$ cat config.mk
export PLATFORM = sky130hd
export DESIGN_NAME = hex_display_arbiter_flat
export DESIGN_NICKNAME = d
export VERILOG_FILES = /design/src/rtl/hex_disp_pkg.sv /design/src/rtl/hex_display_arbiter_if.sv /design/src/rtl/hex_display_arbiter_rr_pick.sv /design/src/rtl/hex_display_arbiter.sv /design/src/flat_wrapper.sv
export SDC_FILE = /design/constraint.sdc
export NUM_CORES = 1
export LEC_CHECK = 0
export CORE_MARGIN = 4
export CORE_UTILIZATION = 45
export CTS_CLUSTER_SIZE = 25
export DETAILED_ROUTE_END_ITERATION = 12
export DONT_BUFFER_PORTS = 1
export GPL_TIMING_DRIVEN = 0
export SYNTH_ARGS = -nofsm -noshare
export SYNTH_HDL_FRONTEND = slang
export SYNTH_SLANG_ARGS = --single-unit
$ cat constraint.sdc
create_clock -name clk -period 3.1 [get_ports clk]
set_clock_uncertainty 0.05 [all_clocks]
set_input_delay 0.62 -clock clk [delete_from_list [all_inputs] [get_ports clk]]
set_output_delay 0.62 -clock clk [all_outputs]
set_load 0.01 [all_outputs]
$ cat src/rtl/hex_disp_pkg.sv
`default_nettype none
// ============================================================================
//  Module      : hex_disp_pkg
//  Description : Shared types and constants for the hex display arbiter:
//                arbiter state encoding, message/character widths, the idle
//                message and a helper that slices one message from the
//                flattened requester bus.
//  Revision    : 1.0 - initial release
// ============================================================================
package hex_disp_pkg;

  localparam int MSG_W   = 32;   // four ASCII characters per message
  localparam int CHAR_W  = 8;    // one ASCII character
  localparam int MAX_REQ = 8;    // widest supported requester count
  localparam int IDX_W   = 3;    // requester index width (covers MAX_REQ)

  // "Finc"
  localparam logic [MSG_W-1:0] IDLE_MSG_DEFAULT = 32'h46696E63;

  typedef enum logic [1:0] {
    ST_IDLE = 2'd0,
    ST_HOLD = 2'd1,  // minimum display time running
    ST_OPEN = 2'd2   // hold expired, owner retained until someone else asks
  } arb_state_t;

  // Message i from a flat bus padded out to MAX_REQ entries.
  function automatic logic [MSG_W-1:0] msg_at(
    input logic [MAX_REQ*MSG_W-1:0] flat,
    input logic [IDX_W-1:0]         idx
  );
    return flat[int'(idx)*MSG_W +: MSG_W];
  endfunction

endpackage : hex_disp_pkg
`default_nettype wire

$ cat src/rtl/hex_display_arbiter_if.sv
`default_nettype none
// ============================================================================
//  Module      : hex_display_arbiter_if
//  Description : Requester-side and display-side signals of the hex display
//                arbiter.
//                  req     : per-requester level request
//                  msg_in  : flattened messages, requester i at [i*32 +: 32]
//                  gnt     : one-hot grant (zero when idle)
//                  owner   : index of current owner (zero when idle)
//                  msg_out : registered ASCII message, digit 3 in [31:24]
//                  busy    : arbiter holding a grant
//                  done    : one-cycle pulse when a grant ends
//                Modports: master = requesters/consumer, slave = arbiter.
//  Revision    : 1.0 - initial release
// ============================================================================
interface hex_display_arbiter_if
  import hex_disp_pkg::*;
#(
  parameter int N = 4
) ();

  logic [N-1:0]       req;
  logic [N*MSG_W-1:0] msg_in;
  logic [N-1:0]       gnt;
  logic [IDX_W-1:0]   owner;
  logic [MSG_W-1:0]   msg_out;
  logic               busy;
  logic               done;

  modport master (
    output req, msg_in,
    input  gnt, owner, msg_out, busy, done
  );

  modport slave (
    input  req, msg_in,
    output gnt, owner, msg_out, busy, done
  );

endinterface : hex_display_arbiter_if
`default_nettype wire

$ cat src/rtl/hex_display_arbiter_rr_pick.sv
`default_nettype none
// ============================================================================
//  Module      : rr_pick
//  Description : Combinational round-robin picker. Searches i_req starting at
//                i_ptr, wrapping modulo N, and returns the first set request.
//                  i_req   : request mask (N)
//                  i_ptr   : search start index, must be < N
//                  o_gnt   : one-hot winner (N), zero if none
//                  o_idx   : winner index, zero if none
//                  o_valid : any request present
//  Revision    : 1.0 - initial release
// ============================================================================
module rr_pick
  import hex_disp_pkg::*;
#(
  parameter int N = 4
) (
  input  wire logic [N-1:0]     i_req,
  input  wire logic [IDX_W-1:0] i_ptr,
  output logic      [N-1:0]     o_gnt,
  output logic      [IDX_W-1:0] o_idx,
  output logic                  o_valid
);

  // Rotate right by the pointer so bit 0 of w_rot is the first candidate.
  logic [N-1:0] w_rot;
  int           w_sum;

  always_comb begin
    w_rot   = N'({i_req, i_req} >> i_ptr);
    w_sum   = 0;
    o_gnt   = '0;
    o_idx   = '0;
    o_valid = 1'b0;
    for (int k = 0; k < N; k++) begin
      if (!o_valid && w_rot[k]) begin
        o_valid = 1'b1;
        w_sum   = int'(i_ptr) + k;
        if (w_sum >= N) begin
          w_sum = w_sum - N;
        end
        o_idx = IDX_W'(w_sum);
        o_gnt = N'(1) << o_idx;
      end
    end
  end

endmodule : rr_pick
`default_nettype wire

$ cat src/rtl/hex_display_arbiter.sv
`default_nettype none
// ============================================================================
//  Module      : hex_display_arbiter
//  Description : Round-robin owner of the four-digit seven-segment message
//                path. A granted message stays on the display for at least
//                HOLD_CYCLES cycles; afterwards the owner keeps the display
//                (with live text updates) until another requester asks or it
//                lets go. With no owner the fixed IDLE_MSG is shown.
//                Ports:
//                  clk   : system clock
//                  reset : asynchronous, active-high reset
//                  bus   : hex_display_arbiter_if.slave (req, msg_in in;
//                          gnt, owner, msg_out, busy, done out, all registered)
//                Build option:
//                  HEX_ARB_PREEMPT_EN - requester 0 is an urgent channel that
//                  takes the display immediately, cutting any hold short,
//                  without moving the round-robin pointer.
//  Revision    : 1.0 - initial release
// ============================================================================
module hex_display_arbiter
  import hex_disp_pkg::*;
#(
  parameter int               N           = 4,
  parameter int               HOLD_CYCLES = 50_000_000,
  parameter logic [MSG_W-1:0] IDLE_MSG    = IDLE_MSG_DEFAULT
) (
  input wire logic            clk,
  input wire logic            reset,
  hex_display_arbiter_if.slave bus
);

  localparam int                 c_cnt_w     = $clog2(HOLD_CYCLES + 1);
  localparam logic [c_cnt_w-1:0] c_hold_load = c_cnt_w'(HOLD_CYCLES - 1);
  localparam logic [IDX_W-1:0]   c_last_idx  = IDX_W'(N - 1);

  arb_state_t         r_state;
  logic [N-1:0]       r_gnt;
  logic [IDX_W-1:0]   r_owner;
  logic [IDX_W-1:0]   r_ptr;
  logic [MSG_W-1:0]   r_msg;
  logic [c_cnt_w-1:0] r_cnt;
  logic               r_busy;
  logic               r_done;

  logic [MAX_REQ*MSG_W-1:0] w_flat;
  logic [N-1:0]             w_pick_mask;
  logic [N-1:0]             w_pick_gnt;
  logic [IDX_W-1:0]         w_pick_idx;
  logic                     w_pick_valid;
  logic                     w_owner_req;
  logic                     w_regrant;
  logic                     w_preempt;

  always_comb begin
    w_flat                = '0;
    w_flat[N*MSG_W-1:0]   = bus.msg_in;
  end

  // r_gnt is zero in IDLE, so masking out the owner serves both the idle
  // grant and the OPEN regrant with a single picker.
  assign w_pick_mask = bus.req & ~r_gnt;

  rr_pick #(
    .N (N)
  ) u_rr_pick (
    .i_req   (w_pick_mask),
    .i_ptr   (r_ptr),
    .o_gnt   (w_pick_gnt),
    .o_idx   (w_pick_idx),
    .o_valid (w_pick_valid)
  );

  assign w_owner_req = |(bus.req & r_gnt);
  // Grants are only considered outside the minimum hold window.
  assign w_regrant   = w_pick_valid && (r_state != ST_HOLD);

`ifdef HEX_ARB_PREEMPT_EN
  assign w_preempt = (r_state != ST_IDLE) && !r_gnt[0] && bus.req[0];
`else
  assign w_preempt = 1'b0;
`endif

  always_ff @(posedge clk or posedge reset) begin
    if (reset) begin
      r_state <= ST_IDLE;
      r_gnt   <= '0;
      r_owner <= '0;
      r_ptr   <= '0;
      r_msg   <= IDLE_MSG;
      r_cnt   <= '0;
      r_busy  <= 1'b0;
      r_done  <= 1'b0;
    end else begin
      r_done <= 1'b0;
      if (w_preempt) begin
        // Urgent takeover; the round-robin pointer is deliberately untouched.
        r_state <= ST_HOLD;
        r_gnt   <= N'(1);
        r_owner <= '0;
        r_msg   <= msg_at(w_flat, IDX_W'(0));
        r_cnt   <= c_hold_load;
        r_busy  <= 1'b1;
        r_done  <= 1'b1;
      end else if (w_regrant) begin
        r_state <= ST_HOLD;
        r_gnt   <= w_pick_gnt;
        r_owner <= w_pick_idx;
        r_msg   <= msg_at(w_flat, w_pick_idx);
        r_cnt   <= c_hold_load;
        r_busy  <= 1'b1;
        r_ptr   <= (w_pick_idx == c_last_idx) ? '0 : w_pick_idx + 1'b1;
        // A fresh grant out of IDLE ends nobody's turn.
        r_done  <= (r_state == ST_OPEN);
      end else begin
        case (r_state)
          ST_IDLE: begin
            r_msg <= IDLE_MSG;
          end
          ST_HOLD: begin
            if (r_cnt == '0) begin
              r_state <= ST_OPEN;
            end else begin
              r_cnt <= r_cnt - 1'b1;
            end
          end
          ST_OPEN: begin
            if (w_owner_req) begin
              // Owner keeps the display and may change its text live.
              r_msg <= msg_at(w_flat, r_owner);
            end else begin
              r_state <= ST_IDLE;
              r_gnt   <= '0;
              r_owner <= '0;
              r_msg   <= IDLE_MSG;
              r_busy  <= 1'b0;
              r_done  <= 1'b1;
            end
          end
          default: begin
            r_state <= ST_IDLE;
          end
        endcase
      end
    end
  end

  assign bus.gnt     = r_gnt;
  assign bus.owner   = r_owner;
  assign bus.msg_out = r_msg;
  assign bus.busy    = r_busy;
  assign bus.done    = r_done;

endmodule : hex_display_arbiter
`default_nettype wire

$ cat src/flat_wrapper.sv
// flat-port wrapper written by rule: the top's interface ports become plain ports
module hex_display_arbiter_flat import hex_disp_pkg::*;
#(
  parameter int               N           = 4,
  parameter int               HOLD_CYCLES = 50_000_000,
  parameter logic [MSG_W-1:0] IDLE_MSG    = IDLE_MSG_DEFAULT
)
  (clk, reset, bus_req, bus_msg_in, bus_gnt, bus_owner, bus_msg_out, bus_busy, bus_done);
  hex_display_arbiter_if #(.N(N)) bus_i ();
  input wire logic clk;
  input wire logic reset;
  input wire logic [$bits(bus_i.req)-1:0] bus_req;
  input wire logic [$bits(bus_i.msg_in)-1:0] bus_msg_in;
  output wire logic [$bits(bus_i.gnt)-1:0] bus_gnt;
  output wire logic [$bits(bus_i.owner)-1:0] bus_owner;
  output wire logic [$bits(bus_i.msg_out)-1:0] bus_msg_out;
  output wire logic [$bits(bus_i.busy)-1:0] bus_busy;
  output wire logic [$bits(bus_i.done)-1:0] bus_done;
  assign bus_i.req = bus_req;
  assign bus_i.msg_in = bus_msg_in;
  assign bus_gnt = bus_i.gnt;
  assign bus_owner = bus_i.owner;
  assign bus_msg_out = bus_i.msg_out;
  assign bus_busy = bus_i.busy;
  assign bus_done = bus_i.done;
  hex_display_arbiter #(.N(N), .HOLD_CYCLES(HOLD_CYCLES), .IDLE_MSG(IDLE_MSG)) u_core (.clk(clk), .reset(reset), .bus(bus_i));
endmodule
Word-level counts from Yosys, hierarchy flattened
Index checks and enable logic that the tools add are counted.
- flip-flop bits (word level): 72
- bits of input ports: 134
- add/sub/neg operators: 9
- order comparisons: 4
- equality and inequality tests: 9
- shift operators: 7
- mux-type cells: 43
- bitwise logic cells: 3
- reductions and logical operators: 16
- operator list (cell ; number):
    variable part select 256 x 9 -> 32 bit ; 2
    2-to-1 mux 26 bit ; 3
    2-to-1 mux 32 bit ; 2
    one-hot mux 32 bit (2 select lines) ; 1
    2-to-1 mux 3 bit ; 16
    2-to-1 mux 4 bit ; 7
    logical NOT 26 bit ; 1
    subtractor 26 x 1 -> 26 bit (second input constant) ; 1
    left shift 1 x 3 -> 4 bit (first input constant) ; 4
    >= comparator 4 x 3 -> 1 bit (second input constant) ; 3
    subtractor 3 bit (second input constant) ; 4
    2-to-1 mux 1 bit ; 10
    adder 3 x 2 -> 4 bit (second input constant) ; 2
    AND 4 bit ; 2
    >> shifter 8 x 3 -> 4 bit ; 1
    2-to-1 mux 2 bit ; 3
    != test 2 x 1 -> 1 bit (second input constant) ; 3
    one-hot mux 2 bit (3 select lines) ; 1
    adder 3 x 1 -> 4 bit (second input constant) ; 1
    logical AND 1 bit ; 4
    NOT 4 bit ; 1
    AND reduction 2 bit ; 2
    nonzero test 2 bit ; 2
    OR reduction 4 bit ; 1
    other kinds (12) ; 14

Depth between registers and ports, before layout
Gate-level depths: netlist of run 1.
- depth after elaboration: 16
- mapped depth: 12
- gate-level depth less buffers: 9

Modules after synthesis
Synthesis of run 1 repeated with hierarchy kept, for this count alone.
- cell total of the unflattened synthesis: 498
- area total of the unflattened synthesis: 5522.8 sq um
- by module, submodules not included (module ; instances ; cells each ; area each (sq um) ; sequential area each (sq um)):
    hex_display_arbiter ; 1 ; 435 ; 5049.8 ; 1821.7
    rr_pick ; 1 ; 63 ; 473.0 ; 0.0

Least setup slack after synthesis of run 1
No wires, ideal clock.
- kind: input port to flip-flop
- from: in bus_req[3]
- to: reg u_core.r_ptr[1]
- setup time: 0.133 ns
- data arrival time: 2.521 ns
- path slack: 0.395 ns
- cell stages on the path: 10
- path buffers: 2
- path through: or3b_4 > a2111oi_4 > a31oi_1 > or4_4 > nand3_4 > buf_12 > buf_6 > ha_1 > nand2_1 > o21ai_0
- longest elaborated chain between the ends: 14
- elaborated cells on any way between the ends: 20
- classes of those cells: add/sub (1); eq/ne (1); shift (1); mux (9); bitwise (1); reduce/logical (7)
- RTL lines (element ; RTL line ; RTL):
    from (decl) ; flat_wrapper.sv:12 ; input wire logic [$bits(bus_i.req)-1:0] bus_req;
    AND 4 bit (*) ; hex_display_arbiter.sv:61 ; assign w_pick_mask = bus.req & ~r_gnt;
    >> shifter 8 x 3 -> 4 bit (*) ; hex_display_arbiter_rr_pick.sv:30 ; w_rot = N'({i_req, i_req} >> i_ptr);
    2-to-1 mux 1 bit ; hex_display_arbiter_rr_pick.sv:36 ; if (!o_valid && w_rot[k]) begin
    logical NOT 1 bit ; hex_display_arbiter_rr_pick.sv:36 ;
    logical AND 1 bit ; hex_display_arbiter_rr_pick.sv:36 ;
    2-to-1 mux 1 bit ; hex_display_arbiter_rr_pick.sv:36 ;
    logical NOT 1 bit ; hex_display_arbiter_rr_pick.sv:36 ;
    logical AND 1 bit ; hex_display_arbiter_rr_pick.sv:36 ;
    2-to-1 mux 1 bit ; hex_display_arbiter_rr_pick.sv:36 ;
    logical NOT 1 bit ; hex_display_arbiter_rr_pick.sv:36 ;
    logical AND 1 bit ; hex_display_arbiter_rr_pick.sv:36 ;
    2-to-1 mux 3 bit ; hex_display_arbiter_rr_pick.sv:36 ;
    adder 3 x 1 -> 3 bit or == test 3 x 2 -> 1 bit (tied branches) ; hex_display_arbiter.sv:111 ; r_ptr <= (w_pick_idx == c_last_idx) ? '0 : w_pick_idx + 1'b1;
    2-to-1 mux 3 bit ; hex_display_arbiter.sv:111 ;
    to (signal assigned) ; hex_display_arbiter.sv:111 ;
    to (decl) ; hex_display_arbiter.sv:39 ; logic [IDX_W-1:0] r_ptr;
Mark *: on every way between the ends. The rest lies on a longest branch, timed or not.
A chain may end at the register's enable or synchronous reset.

Final worst setup path of run 1
- from: reg u_core.r_gnt[0], in the netlist u_core.bus.gnt[0]
- to: reg u_core.r_msg[4], in the netlist u_core.bus.msg_out[4]
- longest elaborated chain between the ends: 15
- elaborated cells on any way between the ends: 25
- classes of those cells: shift (2); mux (11); bitwise (3); reduce/logical (9)
- RTL lines (element ; RTL line ; RTL):
    from (decl) ; hex_display_arbiter.sv:37 ; logic [N-1:0] r_gnt;
    from (signal assigned) ; hex_display_arbiter.sv:106 ; r_gnt <= w_pick_gnt;
    NOT 4 bit ; hex_display_arbiter.sv:61 ;
    AND 4 bit ; hex_display_arbiter.sv:61 ;
    >> shifter 8 x 3 -> 4 bit ; hex_display_arbiter_rr_pick.sv:30 ;
    2-to-1 mux 1 bit ; hex_display_arbiter_rr_pick.sv:36 ;
    logical NOT 1 bit ; hex_display_arbiter_rr_pick.sv:36 ;
    logical AND 1 bit ; hex_display_arbiter_rr_pick.sv:36 ;
    2-to-1 mux 1 bit ; hex_display_arbiter_rr_pick.sv:36 ;
    logical NOT 1 bit ; hex_display_arbiter_rr_pick.sv:36 ;
    logical AND 1 bit ; hex_display_arbiter_rr_pick.sv:36 ;
    2-to-1 mux 1 bit ; hex_display_arbiter_rr_pick.sv:36 ;
    logical NOT 1 bit ; hex_display_arbiter_rr_pick.sv:36 ;
    logical AND 1 bit ; hex_display_arbiter_rr_pick.sv:36 ;
    2-to-1 mux 3 bit or 2-to-1 mux 1 bit (tied branches) ; hex_display_arbiter_rr_pick.sv:36 ;
    variable part select 256 x 9 -> 32 bit or logical AND 1 bit (tied branches) ; hex_disp_pkg.sv:31, hex_display_arbiter.sv:75 ;
    2-to-1 mux 32 bit or nonzero test 3 bit (tied branches) ; - ;
    to (signal assigned) ; hex_display_arbiter.sv:100 ; r_msg <= msg_at(w_flat, IDX_W'(0));
    to (signal assigned) ; hex_display_arbiter.sv:108 ; r_msg <= msg_at(w_flat, w_pick_idx);
    to (signal assigned) ; hex_display_arbiter.sv:129 ; r_msg <= msg_at(w_flat, r_owner);
    to (decl) ; hex_display_arbiter.sv:40 ; logic [MSG_W-1:0] r_msg;
Several ways; a longest one is shown, not always the timed one.

==> results of run 1 <==
## kinds of logic after synthesis
group,Yosys count,synth area share [%]
AO/OA/AOI/OAI,163,23.30
XOR/XNOR,21,3.089
buffers and inverters,51,4.854
multiplexers,88,21.69
adder cells (fa/ha/maj),10,2.101
AND/OR/NAND/NOR,146,14.37
flip-flops,72,30.59
## final cells by class
cell class / instances / area (um^2)
repair buffers: 9 / 87.58
flip-flops and latches: 72 / 1822
multi-input cells: 428 / 3902
inverters: 9 / 40.04
well taps: 172 / 215.2
clock buffers: 10 / 239.0
clock inverters: 6 / 42.54
fillers: 1138 / 6160
plain buffers: 41 / 265.3
## path summary, 6_finish.rpt
check,slack (ps),cells past startpoint,end,from
worst max-delay path,80,7,u_core.bus.msg_out[4]$_DFFE_PP0P_,u_core.bus.gnt[0]$_DFFE_PP0P_
worst min-delay path,140,1,u_core.bus.msg_out[10]$_DFFE_PP1P_,reset
worst max register to register,80,7,u_core.bus.msg_out[4]$_DFFE_PP0P_,u_core.bus.gnt[0]$_DFFE_PP0P_
worst min register to register,460,1,u_core.r_cnt[4]$_DFFE_PP0P_,u_core.r_cnt[4]$_DFFE_PP0P_
max in group asynchronous,2460,2,u_core.bus.msg_out[26]$_DFFE_PP1P_,reset
min in group clk,440,2,u_core.bus.msg_out[10]$_DFFE_PP1P_,bus_msg_in[42]
## cells in the mapped netlist, types with 4 or more instances
cell type / n / area share, %
or3_1: 5 / 0.53
xnor2_1: 11 / 1.6
ha_1: 10 / 2.1
a221oi_2: 21 / 5.3
o22ai_1: 17 / 1.8
nor3_1: 9 / 0.76
nand3_1: 7 / 0.59
nor4_1: 7 / 0.74
nand2_1: 38 / 2.4
xor2_1: 10 / 1.5
dfrtp_1: 56 / 24
a22o_1: 9 / 1.3
mux2_2: 8 / 1.5
mux2i_1: 48 / 8.1
nor2b_1: 23 / 2.4
a211oi_1: 10 / 1.3
buf_1: 4 / 0.25
clkbuf_1: 17 / 1.1
o211ai_1: 5 / 0.63
inv_1: 9 / 0.57
nor2_1: 18 / 1.1
a21oi_1: 28 / 2.4
buf_2: 11 / 0.92
dfstp_2: 16 / 7.1
nand2b_1: 6 / 0.63
a32o_1: 8 / 1.3
mux4_2: 32 / 12
o21ai_0: 10 / 0.84
a2111oi_0: 8 / 1.2
a221oi_1: 20 / 2.9
## sequential cells by signal (all words and copies together), names as in the netlist
| register | count |
|---|---|
| u_core.r_ptr | 3 |
| u_core.bus.msg_out | 32 |
| u_core.r_state | 2 |
| u_core.bus.busy | 1 |
| u_core.bus.done | 1 |
| u_core.r_cnt | 26 |
| u_core.bus.owner | 3 |
| u_core.bus.gnt | 4 |
## power by group
group	internal (W)	total, W	switching (W)
Combinational	0.00218	0.00469	0.00251
Clock	0.000565	0.000994	0.000429
Sequential	0.00129	0.00168	0.000385
## per-stage QoR
step,power [W],cells
CTS,0.007232,742
global route,0.007798,747
finish,0.007361,747
detailed placement,0.006189,724
global placement,0.006112,723
floorplan,0.005209,551
## routing by layer
layer	up-vias	part of all wire (%)	routed length (um)	track usage, %
li1	2242	-	-	-
met2	244	51	9537	42.94
met5	-	0	0	0
met4	0	2.1	391	9.619
met1	2575	39	7314	29.88
met3	31	8.6	1631	4.437
## critical path: cells and delay by family (launching register included)
family                 cells  cell delay [ps]
AOI/OAI and AO/OA          3             1280
buffers and inverters      1              270
and+or+nand+nor            3              780
DFF                        1              520
## repair_timing
action,in CTS,in global routing
pin swaps,1,1
gates cloned,0,0
resized for setup,6,14
setup buffers,2,6
hold endpoints to repair,0,0
setup endpoints to repair,49,49
hold buffers,0,0
==> qor.yml, run 1 <==
placed_design:
  dpl_worst_slack_ps: -295.6
  portBuffers: 0
  place_area_mm2: 0.006200
  dp_hpwl_um: 14120
  gp_congestion: 0.8482
drt:
  drt-total-wl_um: 18870
  drc_errors: 0
  drtAntennaViolNets: 0
  dr.pass1.iters: 5
  drt_iter0_drc: 391
  vias: 5092
  via_per_inst: 6.817
  post_drt_wl_per_cell_um: 25.27
power_and_ir_drop:
  power_leakage_nw: 2.418
  powerDensity_mw_per_mm2: 1113
  peakVddDrop_mv: 0.5631
final_layout:
  final_common_cell: "dfrtp_1"
  layout-area-overhead-vs-synth_pct: 11.07
  stdcell_area_mm2: 0.006614
  finish.utilization_pct: 51.78
  antenna_cells: 0
  drive_gt1_share_pct: 27.48
  final_cell_mix: "dfrtp_1 (56), mux2i_1 (48), nand2_1 (37), mux4_2 (32), a21oi_1 (26)"
  nNetsFinal: 714
clocking:
  cts_sinks: 72
  max-clock-path-buffers: 2
  cts.clk_slew.worst_paths_ps: 60
  cts_tree: "built"
  htree_levels: 3
  ctsRootBufferMaster: "clkbuf_16"
  clock_latency_ps: 350
  cts_buffers: 9
logic_synthesis:
  synth_edf_count: 0
  yosys_warnings: 0
  syn-cell-area_mm2: 0.005954
  synthCells: 551
  synth_ff_type: "dfrtp_1"
  ys_seq_area_share_pct: 30.59
  ys_ff_latch: 72
  synthArstFlopShare_pct: 100.0
  avgSynthCellArea_um2: 10.81
  synthDistinctLibCells: 75
  synth_nets: 695
die:
  rows: 41
  start_util_pct: 46.62
  coreArea_mm2: 0.01277
  die_area_mm2: 0.01514
  die_h_um: 123.0
  io_pins: 175
  fp.dieW_um: 123.0
timing:
  post-route-period-util_pct: 97.29
  rsz0062_at_grt: "false"
  setup_slack_ps: 84.07
  max_freq_mhz: 331.6
  setup_tns_ps: 0
  relSlewSlack_pct: 39.66
  worst_pin_slew_ps: 903.5
  hold_ws_ps: 136.5
  drv_slew: 0
  hold_viol: 0
  setup_violations: 0
  fin_crit_ps: 3016
setup_path:
  required_ps: 3300
  cp-end-kind: "register"
  path_class: "reg2reg"
  critPathSlowestCell: "a211oi_2"
  worst-path-max-fanout: 10
  cpPeakStageDelay_ps: 810
  crit_chain: "or3b_1 -> nand2_1 -> o22ai_1 -> a211oi_2 -> nor3b_4 -> clkbuf_4 -> a221oi_2"
  start_kind: "register"
  arrival_ps: 3210
global_routing:
  grt_overflow_total: 0
  grt_max_degree: 70
  grtUsageTotal_pct: 24.49
  grt_pass1_wl_um: 28660
  grt_pass1_vias: 5259
  antenna_found_initial: 0
worst_hold_path:
  min_path_type: "in2async"
run:
  drv_cap: 0
run_status:
  status: "finished, final reports clean"
No activity file was read; power rests on OpenSTA's default activity.
==> run 2: changes to the inputs <==
- CTS_CLUSTER_DIAMETER: unset -> 100
==> results of run 2 <==
Same layout as run 1: the final DEF is identical, and so are final timing and power.
==> run 3: changes to the inputs <==
- ABC_AREA: unset -> 1
- CORE_UTILIZATION: 45 -> 55
- PLACE_DENSITY: unset -> 0.7
==> run 3 against run 2 <==
Effect of this change:
- combinational power grew 36%
- worst setup slack better by 170 ps
- synthesized area rose by 7.5%
- count of clock-buffer cells in the layout is 2 higher
- sequential cell count is the same
- die area decreased by 11%
- cell count up 60%
- hold slack worse by 110 ps
- final area increased by 4.3%
- critical path type unchanged
==> qor.yml, run 3 <==
drt:
  drtAntennaViolNets: 0  # unchanged
  dr.pass1.iters: 5  # unchanged
  drc_errors: 0  # unchanged
  post_drt_wl_per_cell_um: 17.93  # -29%
  vias: 6891  # +35%
  via_per_inst: 5.752  # -16%
  drt_iter0_drc: 788  # +100%
  drt-total-wl_um: 21480  # +14%
timing:
  rsz0062_at_grt: "false"
  setup_violations: 0  # unchanged
  hold_ws_ps: 29.60  # -106.9 ps
  post-route-period-util_pct: 91.67  # -5.6 points
  max_freq_mhz: 351.9  # +6.1%
  fin_crit_ps: 2842  # -174.3 ps
  drv_slew: 0  # unchanged
  hold_viol: 0  # unchanged
  worst_pin_slew_ps: 1096  # +192.7 ps
  relSlewSlack_pct: 26.15  # -14 points
logic_synthesis:
  synth_nets: 1183  # +70%
  ys_seq_area_share_pct: 28.46  # -2.1 points
  yosysMostFrequentCell: "nand2_1"
  synth_ff_type: "dfrtp_1"
  avgSynthCellArea_um2: 6.161  # -43%
  synthCells: 1039  # +89%
  synth_top_area_share_pct: 21.89  # -1.6 points
  synth_area_leaders: "dfrtp_1 (22%), nand2_1 (15%), nand3_1 (14%), inv_1 (9.6%), o21ai_0 (6.6%)"
  synthArstFlopShare_pct: 100.0  # unchanged
  yosys.area.top_type: "dfrtp_1"
  yosys_warnings: 0  # unchanged
  synthDistinctLibCells: 43  # -43%
  syn-cell-area_mm2: 0.006401  # +7.5%
  synth_edf_count: 0  # unchanged
  synthTopCellsByCount: "nand2_1 (252), nand3_1 (174), inv_1 (164)"
  ys_ff_latch: 72  # unchanged
setup_path:
  critPathSlowestCell: "dfrtp_1"
  critical-path-top-delay-family: "simple AND/OR/NAND/NOR gates"
  crit_chain: "inv_2 -> nand3_1 -> nand2_1 -> nand2_1 -> nand2_1 -> inv_2 -> nand4_2 -> nand2_2 -> buf_2 -> o21ai_0 -> o22ai_1"
  startpoint: "u_core.r_ptr[0]$_DFFE_PP0P_"
  worst-path-stages: 11  # +4
  cpPeakStageDelay_ps: 540  # -270 ps
  worst-path-max-fanout: 11  # +1
  path_common_cell: "nand2_1"
  start_kind: "register"
  required_ps: 3300  # about the same
  path_class: "reg2reg"
  timing.rr.start: "u_core.r_ptr[0]$_DFFE_PP0P_"
  reg2reg_to: "u_core.bus.owner[1]$_DFFE_PP0P_"
  crit_buf_inv: 3  # +2
  cp-end-kind: "register"
  r2r_cells: 11  # +4
  r2r_slack_ps: 260  # +170 ps
  arrival_ps: 3050  # -160 ps
  crit_end: "u_core.bus.owner[1]$_DFFE_PP0P_"
final_layout:
  antenna_cells: 0  # unchanged
  largest_reg_flops: 32  # unchanged
  final_cells: 1198  # +60%
  layout-area-overhead-vs-synth_pct: 7.780
  final_cell_mix: "nand2_1 (252), nand3_1 (174), inv_1 (163), o21ai_0 (85), a21oi_1 (74)"
  nNetsFinal: 1195  # +67%
  drive_gt1_share_pct: 7.867  # -20 points
  final_common_cell: "nand2_1"
  stdcell_area_mm2: 0.006899  # +4.3%
placed_design:
  dp_hpwl_um: 15760  # +12%
  gp_congestion: 0.9157  # +8.0%
  portBuffers: 0  # unchanged
  dp_cells: 1183  # +63%
  place_area_mm2: 0.006610  # +6.6%
global_routing:
  grt_pass1_vias: 6368  # +21%
  grtUsageTotal_pct: 31.39  # +6.9 points
  grt_max_degree: 57  # -19%
  grt_overflow_total: 0  # unchanged
  antenna_found_initial: 0  # unchanged
  grt_pass1_wl_um: 32820  # +15%
die:
  fp.dieW_um: 115.9  # -5.8%
  io_pins: 175  # unchanged
  start_util_pct: 56.06  # +9.4 points
  rows: 39  # -4.9%
  coreArea_mm2: 0.01142  # -11%
  die_area_mm2: 0.01343  # -11%
  die_h_um: 115.9  # -5.8%
run:
  drv_cap: 0  # unchanged
clocking:
  cts_sinks: 72  # unchanged
  max-clock-path-buffers: 2  # unchanged
  clock_latency_ps: 350  # about the same
  cts.clk_slew.worst_paths_ps: 60  # about the same
  cts_setup_buffers: 0  # -2
  ctsRootBufferMaster: "clkbuf_16"
  post_cts_resized: 0  # -6
  cts_hold_buf: 0  # unchanged
  cts_buffers: 9  # unchanged
  htree_levels: 3  # unchanged
  cts_tree: "built"
power_and_ir_drop:
  p_total_w: 0.009173  # +25%
  peakVddDrop_mv: 0.9344  # +66%
  powerDensity_mw_per_mm2: 1330  # +19%
  power_leakage_nw: 3.518  # +45%
run_status:
  status: "finished, final reports clean"
worst_hold_path:
  min_path_type: "in2async"
run 3: cell count changes after synthesis, moves of 23 or more:
cell,previous run,this run
nor2b_1,23,0
inv_1,9,164
nand3_1,7,174
o21ai_0,10,85
nor2_1,18,59
nand2_1,38,252
mux4_2,32,0
mux2i_1,48,0
a21oi_1,28,74
run 3: per-layer routing:
layer	vias to the layer above	share of wire, %	GRT usage (%)
met5	-	0	0
met4	0	2.2	11.68
met3	46	11	8.825
met2	373	47	49.52
met1	3084	40	41.14
li1	3388	-	-
run 3: cell families (layout without fill, tap and decap cells):
family	after synthesis	in the layout	synth area share, %
compound gates	191	191	16.54
xor+xnor	12	12	1.642
fa+ha+maj	10	10	1.955
buf+inv	229	245	14.84
flops	72	72	28.46
simple gates	525	525	36.57
run 3: worst min-delay path by stage:
stage                                 startpoint                            endpoint  slack, ps  depth (start not counted)
floorplan           u_core.r_cnt[11]$_DFFE_PP0P_        u_core.r_cnt[11]$_DFFE_PP0P_        420                          1
global placement     u_core.r_cnt[3]$_DFFE_PP0P_         u_core.r_cnt[3]$_DFFE_PP0P_        450                          2
detailed placement                         reset   u_core.bus.msg_out[4]$_DFFE_PP0P_        400                          1
CTS                                        reset   u_core.bus.msg_out[4]$_DFFE_PP0P_         30                          1
global route                               reset  u_core.bus.msg_out[23]$_DFFE_PP0P_         40                          1
finish                                     reset   u_core.bus.msg_out[4]$_DFFE_PP0P_         30                          1
run 3: per-stage QoR:
step,setup WS (ps),utilization [%],TNS [ps]
global route,23.54,60.42,0
finish,258.4,60.42,0
detailed placement,273.3,57.89,0
floorplan,631.6,-,0
global placement,-324.2,57.63,-17870
CTS,238.1,60.42,0
run 3: where the power goes:
part           switching, W  total, W  internal, W
combinational       0.00432   0.00639      0.00208
clock              0.000414   0.00105     0.000640
sequential         0.000360   0.00173      0.00137
total               0.00509   0.00917      0.00408
run 3: area by class of cell:
| class | count | area [um^2] |
|---|---|---|
| timing repair buffer | 1 | 27.53 |
| clock buffer | 12 | 246.5 |
| fill | 1167 | 4519 |
| tap | 143 | 178.9 |
| multi-input combinational | 738 | 3630 |
| inverter | 173 | 654.4 |
| buffer | 56 | 297.8 |
| sequential | 72 | 1822 |
| clock inverter | 3 | 42.54 |
